<file path="config.mk">
export PLATFORM = sky130hd
export DESIGN_NAME = command_packetizer
export DESIGN_NICKNAME = d
export VERILOG_FILES = /design/src/rtl/command_packetizer.sv
export SDC_FILE = /design/constraint.sdc
export NUM_CORES = 1
export LEC_CHECK = 0
export CORE_UTILIZATION = 53
export CTS_CLUSTER_SIZE = 10
export DETAILED_ROUTE_END_ITERATION = 16
export PLACE_DENSITY = 0.83
export SLEW_MARGIN = 20
export SYNTH_ARGS = -nofsm -noshare
export SYNTH_HDL_FRONTEND = slang
export SYNTH_SLANG_ARGS = --single-unit
</file>
<file path="constraint.sdc">
create_clock -name clk_i -period 2.5 [get_ports clk_i]
set_input_delay 0.25 -clock clk_i [delete_from_list [all_inputs] [get_ports clk_i]]
set_output_delay 0.25 -clock clk_i [all_outputs]
set_load 0.02 [all_outputs]
</file>
<file path="src/rtl/command_packetizer.sv">
// Parses framed host bytes into single-cycle register writes; optional checksum byte under CMD_CHECKSUM_EN.
// Strobe is registered on the edge that accepts the last frame byte; no backpressure, every valid byte is consumed.
module command_packetizer #(
  parameter logic [7:0] SYNC_BYTE      = 8'hA5,
  parameter int         TIMEOUT_CYCLES = 1_000_000
) (
  input  logic        clk_i,
  input  logic        rst_i,
  input  logic [7:0]  byte_i,
  input  logic        byte_valid_i,
  output logic [15:0] cmd_addr_o,
  output logic [31:0] cmd_data_o,
  output logic        cmd_valid_o,
  output logic        busy_o,
  output logic [7:0]  csum_err_cnt_o,
  output logic [7:0]  timeout_cnt_o
);

  localparam int CNT_W = $clog2(TIMEOUT_CYCLES);
  localparam logic [CNT_W-1:0] IDLE_LAST = CNT_W'(TIMEOUT_CYCLES - 1);

`ifdef CMD_CHECKSUM_EN
  localparam int SH_W = 48;
  typedef enum logic [2:0] {IDLE, A_HI, A_LO, D3, D2, D1, D0, CSUM} state_t;
`else
  localparam int SH_W = 40;
  typedef enum logic [2:0] {IDLE, A_HI, A_LO, D3, D2, D1, D0} state_t;
`endif

  state_t            state_q, state_d;
  logic [SH_W-1:0]   shadow_q, shadow_d;
  logic [CNT_W-1:0]  idle_q, idle_d;
  logic [15:0]       addr_q, addr_d;
  logic [31:0]       data_q, data_d;
  logic              valid_q, valid_d;
  logic [7:0]        to_cnt_q, to_cnt_d;
`ifdef CMD_CHECKSUM_EN
  logic [7:0]        xor_q, xor_d;
  logic [7:0]        cerr_q, cerr_d;
`endif

  always_ff @(posedge clk_i) begin
    if (rst_i) begin
      state_q  <= IDLE;
      shadow_q <= '0;
      idle_q   <= '0;
      addr_q   <= '0;
      data_q   <= '0;
      valid_q  <= 1'b0;
      to_cnt_q <= '0;
`ifdef CMD_CHECKSUM_EN
      xor_q    <= '0;
      cerr_q   <= '0;
`endif
    end else begin
      state_q  <= state_d;
      shadow_q <= shadow_d;
      idle_q   <= idle_d;
      addr_q   <= addr_d;
      data_q   <= data_d;
      valid_q  <= valid_d;
      to_cnt_q <= to_cnt_d;
`ifdef CMD_CHECKSUM_EN
      xor_q    <= xor_d;
      cerr_q   <= cerr_d;
`endif
    end
  end

  always_comb begin
    state_d  = state_q;
    shadow_d = shadow_q;
    idle_d   = idle_q;
    addr_d   = addr_q;
    data_d   = data_q;
    valid_d  = 1'b0;
    to_cnt_d = to_cnt_q;
`ifdef CMD_CHECKSUM_EN
    xor_d    = xor_q;
    cerr_d   = cerr_q;
`endif

    if (state_q == IDLE) begin
      idle_d = '0;
      if (byte_valid_i && byte_i == SYNC_BYTE) begin
        state_d  = A_HI;
        shadow_d = '0;
`ifdef CMD_CHECKSUM_EN
        xor_d    = '0;
`endif
      end
    end else if (byte_valid_i) begin
      // An arriving byte always beats the timeout, even on the last idle cycle.
      idle_d = '0;
`ifdef CMD_CHECKSUM_EN
      if (state_q != CSUM) begin
        shadow_d = {shadow_q[SH_W-9:0], byte_i};
        xor_d    = xor_q ^ byte_i;
      end
`else
      shadow_d = {shadow_q[SH_W-9:0], byte_i};
`endif
      case (state_q)
        A_HI: state_d = A_LO;
        A_LO: state_d = D3;
        D3:   state_d = D2;
        D2:   state_d = D1;
        D1:   state_d = D0;
`ifdef CMD_CHECKSUM_EN
        D0:   state_d = CSUM;
        CSUM: begin
          state_d = IDLE;
          if (byte_i == xor_q) begin
            addr_d  = shadow_q[47:32];
            data_d  = shadow_q[31:0];
            valid_d = 1'b1;
          end else if (cerr_q != 8'hFF) begin
            cerr_d = cerr_q + 8'd1;
          end
        end
`else
        D0: begin
          // Final data byte is still on the input, not yet in the shadow.
          state_d = IDLE;
          addr_d  = shadow_q[39:24];
          data_d  = {shadow_q[23:0], byte_i};
          valid_d = 1'b1;
        end
`endif
        default: state_d = IDLE;
      endcase
    end else if (idle_q == IDLE_LAST) begin
      state_d = IDLE;
      idle_d  = '0;
      if (to_cnt_q != 8'hFF) to_cnt_d = to_cnt_q + 8'd1;
    end else begin
      idle_d = idle_q + CNT_W'(1);
    end
  end

  assign cmd_addr_o    = addr_q;
  assign cmd_data_o    = data_q;
  assign cmd_valid_o   = valid_q;
  assign busy_o        = (state_q != IDLE);
  assign timeout_cnt_o = to_cnt_q;
`ifdef CMD_CHECKSUM_EN
  assign csum_err_cnt_o = cerr_q;
`else
  assign csum_err_cnt_o = 8'd0;
`endif

endmodule

</file>
==> qor.csv <==
stage;metric;value;unit
synthesis;Ys Warns;0;
clock_tree;CTS tree;yes;
setup_path;CP Max Fanout;6;
routing;via count;4146;
finish;ratio of cells with drive above 1 in the final layout;6.863;%
sta;Worst Skew;9.085;ps
power_and_ir_drop;NetSw;989.1;uW
synthesis;#FFs+latches synth;120;
hold_path;WHS Endpoint;shadow_q[26];
clock_tree;CTS Hold Bufs;0;
power_and_ir_drop;VDD IR max;0.0005353;V
power_and_ir_drop;total power;4.366;mW
finish;most common cell after layout, fill and taps aside;dfxtp_1;
routing;drt wl/cell;15.66;microns
setup_path;R2R Setup Slk;300;ps
sta;Slew headroom;28.91;%
floorplanning;row count;33;
sta;endpoints failing hold;0;
sta;period utilisation layout;88.08;%
placed_design;DP HPWL;6851;microns
setup_path;critical path startpoint category;flip-flop;
clock_tree;Clk pin slew, worst setup/hold paths;60;ps
hold_path;worst hold path class;in2reg;
status;status;finished clean;
setup_path;Crit. End Element;flip-flop;
synthesis;Main synth FF type;dfxtp_1;
clock_tree;Clock Path Buffers;2;
setup_path;Critical R2R Capture;timeout_cnt_o[4];
synthesis;post-synthesis async set-or-reset flop share;0;%
floorplanning;Initial Util;55.65;%
finish;most frequent cells in the layout;dfxtp_1, nand2_1, clkdlybuf4s50_1;
power_and_ir_drop;Reg power frac;43.8;%
routing;# DRC;0;
setup_path;critical path arrival;2590;ps
synthesis;Synth Instances;545;
setup_path;worst reg2reg path startpoint;idle_q[0];
routing;initial drt markers;322;
clock_tree;post-cts repair resize count;0;
global_route;GRT overflow;0;
clock_tree;CTS H-tree depth;4;
clock_tree;root buffer cell;clkbuf_8;
power_and_ir_drop;Gate power share;1.7;%
routing;DRT antenna net count;0;
floorplanning;DIE WIDTH;95.82;microns
floorplanning;core footprint;8382;sq um
clock_tree;Num CTS Buffers;17;
sta;Setup TNS;0;ps
routing;TritonRoute pass-1 iters;6;
global_route;vias in the first global route;3814;
floorplanning;die span in y;95.82;microns
sta;setup violators final;0;
global_route;largest net degree at the start of global routing;64;
setup_path;CP required;2890;ps
synthesis;post-synth top area share;51.50;%
synthesis;Netlist cell types;41;
sta;Tmin final;2202;ps
power_and_ir_drop;P_int;3.377;mW
sta;Slew @ Worst Pin;1066;ps
routing;Via density;5.782;
synthesis;Synth area leader;dfxtp_1;
flow_run;max cap viols;0;
hold_path;hold_sp;rst_i;
synthesis;Avg Synthesized Cell Area;8.559;sq um
setup_path;WS Path Type;reg2reg;
synthesis;number of synthesized flops with an enable pin;0;
setup_path;R2R depth;5;
synthesis;main area contributors after synthesis;dfxtp_1, nand2_1, a22oi_1, a21oi_1, nor2_1;
clock_tree;postcts setup bufs;0;
sta;unrepaired setup endpoints after global routing;no;
global_route;initial antenna violation count;0;
synthesis;post-synthesis sequential area ratio;51.50;%
finish;area grow syn2layout;27.82;%
global_route;first-pass GRT wire length;18190;microns
clock_tree;Clock Latency Late Sink;500;ps
finish;# diodes;0;
finish;Final Cell Area;5962;sq um
clock_tree;clk sink count;120;
synthesis;Mapped Area;4664;sq um
placed_design;dpl cell area;5383;sq um
sta;Max Freq;0.4541;GHz
hold_path;hold depth;2;
floorplanning;die area;9181;sq um
placed_design;gp weighted congestion;0.8055;
power_and_ir_drop;clock power share;54.5;%
finish;fin nets;613;
power_and_ir_drop;Power Dens Cells;732.3;nW/um^2
routing;Post-Route WL;11230;microns
global_route;GR Util All Layers;25.76;%
floorplanning;# IOs;77;
placed_design;Port Buf Inserts;68;
power_and_ir_drop;sw frac;22.66;%
power_and_ir_drop;leakage;1.983;nW
sta;max-slew violations;0;
==> cell type report <==
| cell class | count | area [sq um] |
|---|---|---|
| Fill cell | 632 | 2420 |
| Tap cell | 105 | 131.4 |
| Sequential cell | 120 | 2402 |
| Inverter | 7 | 26.28 |
| Clock inverter | 14 | 165.2 |
| Clock buffer | 17 | 414.1 |
| Timing Repair Buffer | 75 | 755.7 |
| Multi-Input combinational cell | 379 | 2067 |
==> metal layers <==
| metal | share of wire (%) | track usage, % | wire length (microns) |
|---|---|---|---|
| met1 | 43 | 32.64 | 4866 |
| met2 | 50 | 41.96 | 5560 |
| met3 | 4.8 | 6.477 | 542 |
| met4 | 2.3 | 10.45 | 258 |
| met5 | 0 | 0 | 0 |
==> state kept, by name, indices dropped and copies added (netlist names) <==
name,count
cmd_valid_o,1
cmd_data_o,32
cmd_addr_o,16
state_q,3
shadow_q,40
timeout_cnt_o,8
idle_q,20
==> synthesized netlist by cell type (2+ instances only) <==
master    number
xnor2_1        5
a21oi_1       59
nand4b_1       2
and2_1         4
nor4b_1        4
inv_1          7
a22oi_1       41
dfxtp_1      120
o31ai_1        8
nand4_1        8
or4_1          8
ha_1           2
nand3_1       11
xor2_1         6
nor3_1         3
nand2b_1       3
nor2_1        62
a311oi_1       2
nand2_1      103
buf_2          6
nor3b_1        3
a31oi_1        2
mux2_1         6
nor2b_1        7
buf_4          8
nor4_1         6
and4_1         5
clkbuf_1      28
buf_1          4
==> power by group through the flow <==
stage	Sequential [mW]	Clock (mW)	Combinational (mW)
3_3_place_gp	1.95	0	0.0702
6_report	1.91	2.38	0.0731
3_5_place_dp	1.95	0	0.0712
2_1_floorplan	1.95	0	0.0510
5_1_grt	1.91	2.50	0.0789
4_1_cts	1.91	2.41	0.0721
==> stage by stage <==
step                      instances  setup slack (ps)  hold slack (ps)  util (%)
final                           717             297.9            238.2     71.13
after floorplan                 552             542.9            386.0         -
after global routing            717             144.3            251.3     71.13
after CTS                       717             292.3            218.4     71.13
after detailed placement        686             254.8            436.6     64.22
after global placement          686             334.8            422.8     64.22
==> worst max-delay path by stage <==
stage,to,cells past startpoint,slack (ps),start
after floorplan,timeout_cnt_o[3],5,540,idle_q[0]
after global placement,shadow_q[6],5,330,byte_i[1]
after detailed placement,shadow_q[20],6,250,byte_i[5]
after CTS,timeout_cnt_o[4],5,290,idle_q[0]
after global routing,timeout_cnt_o[4],5,140,idle_q[0]
final,timeout_cnt_o[4],5,300,idle_q[0]
==> kinds of logic (layout without fill, tap and decap cells) <==
kind of cell / Yosys count / after routing / synth area share [%]
adders and majority gates: 2 / 2 / 0.5364
DFF: 120 / 120 / 51.50
buffers and inverters: 53 / 113 / 5.070
muxes: 6 / 6 / 1.448
AOI/OAI and AO/OA: 118 / 118 / 15.83
xor gates and xnor gates: 11 / 11 / 2.065
and+or+nand+nor: 234 / 234 / 23.47
other: 1 / 8 / 0.08039
==> worst max-delay path, cell delays in order, from the launching register on <==
cell	delay, ps
dfxtp_1	350
ha_1	310
nand2_1	140
or4b_4	580
nor4_1	370
mux2_1	350
(Power assumes the default switching activity.)
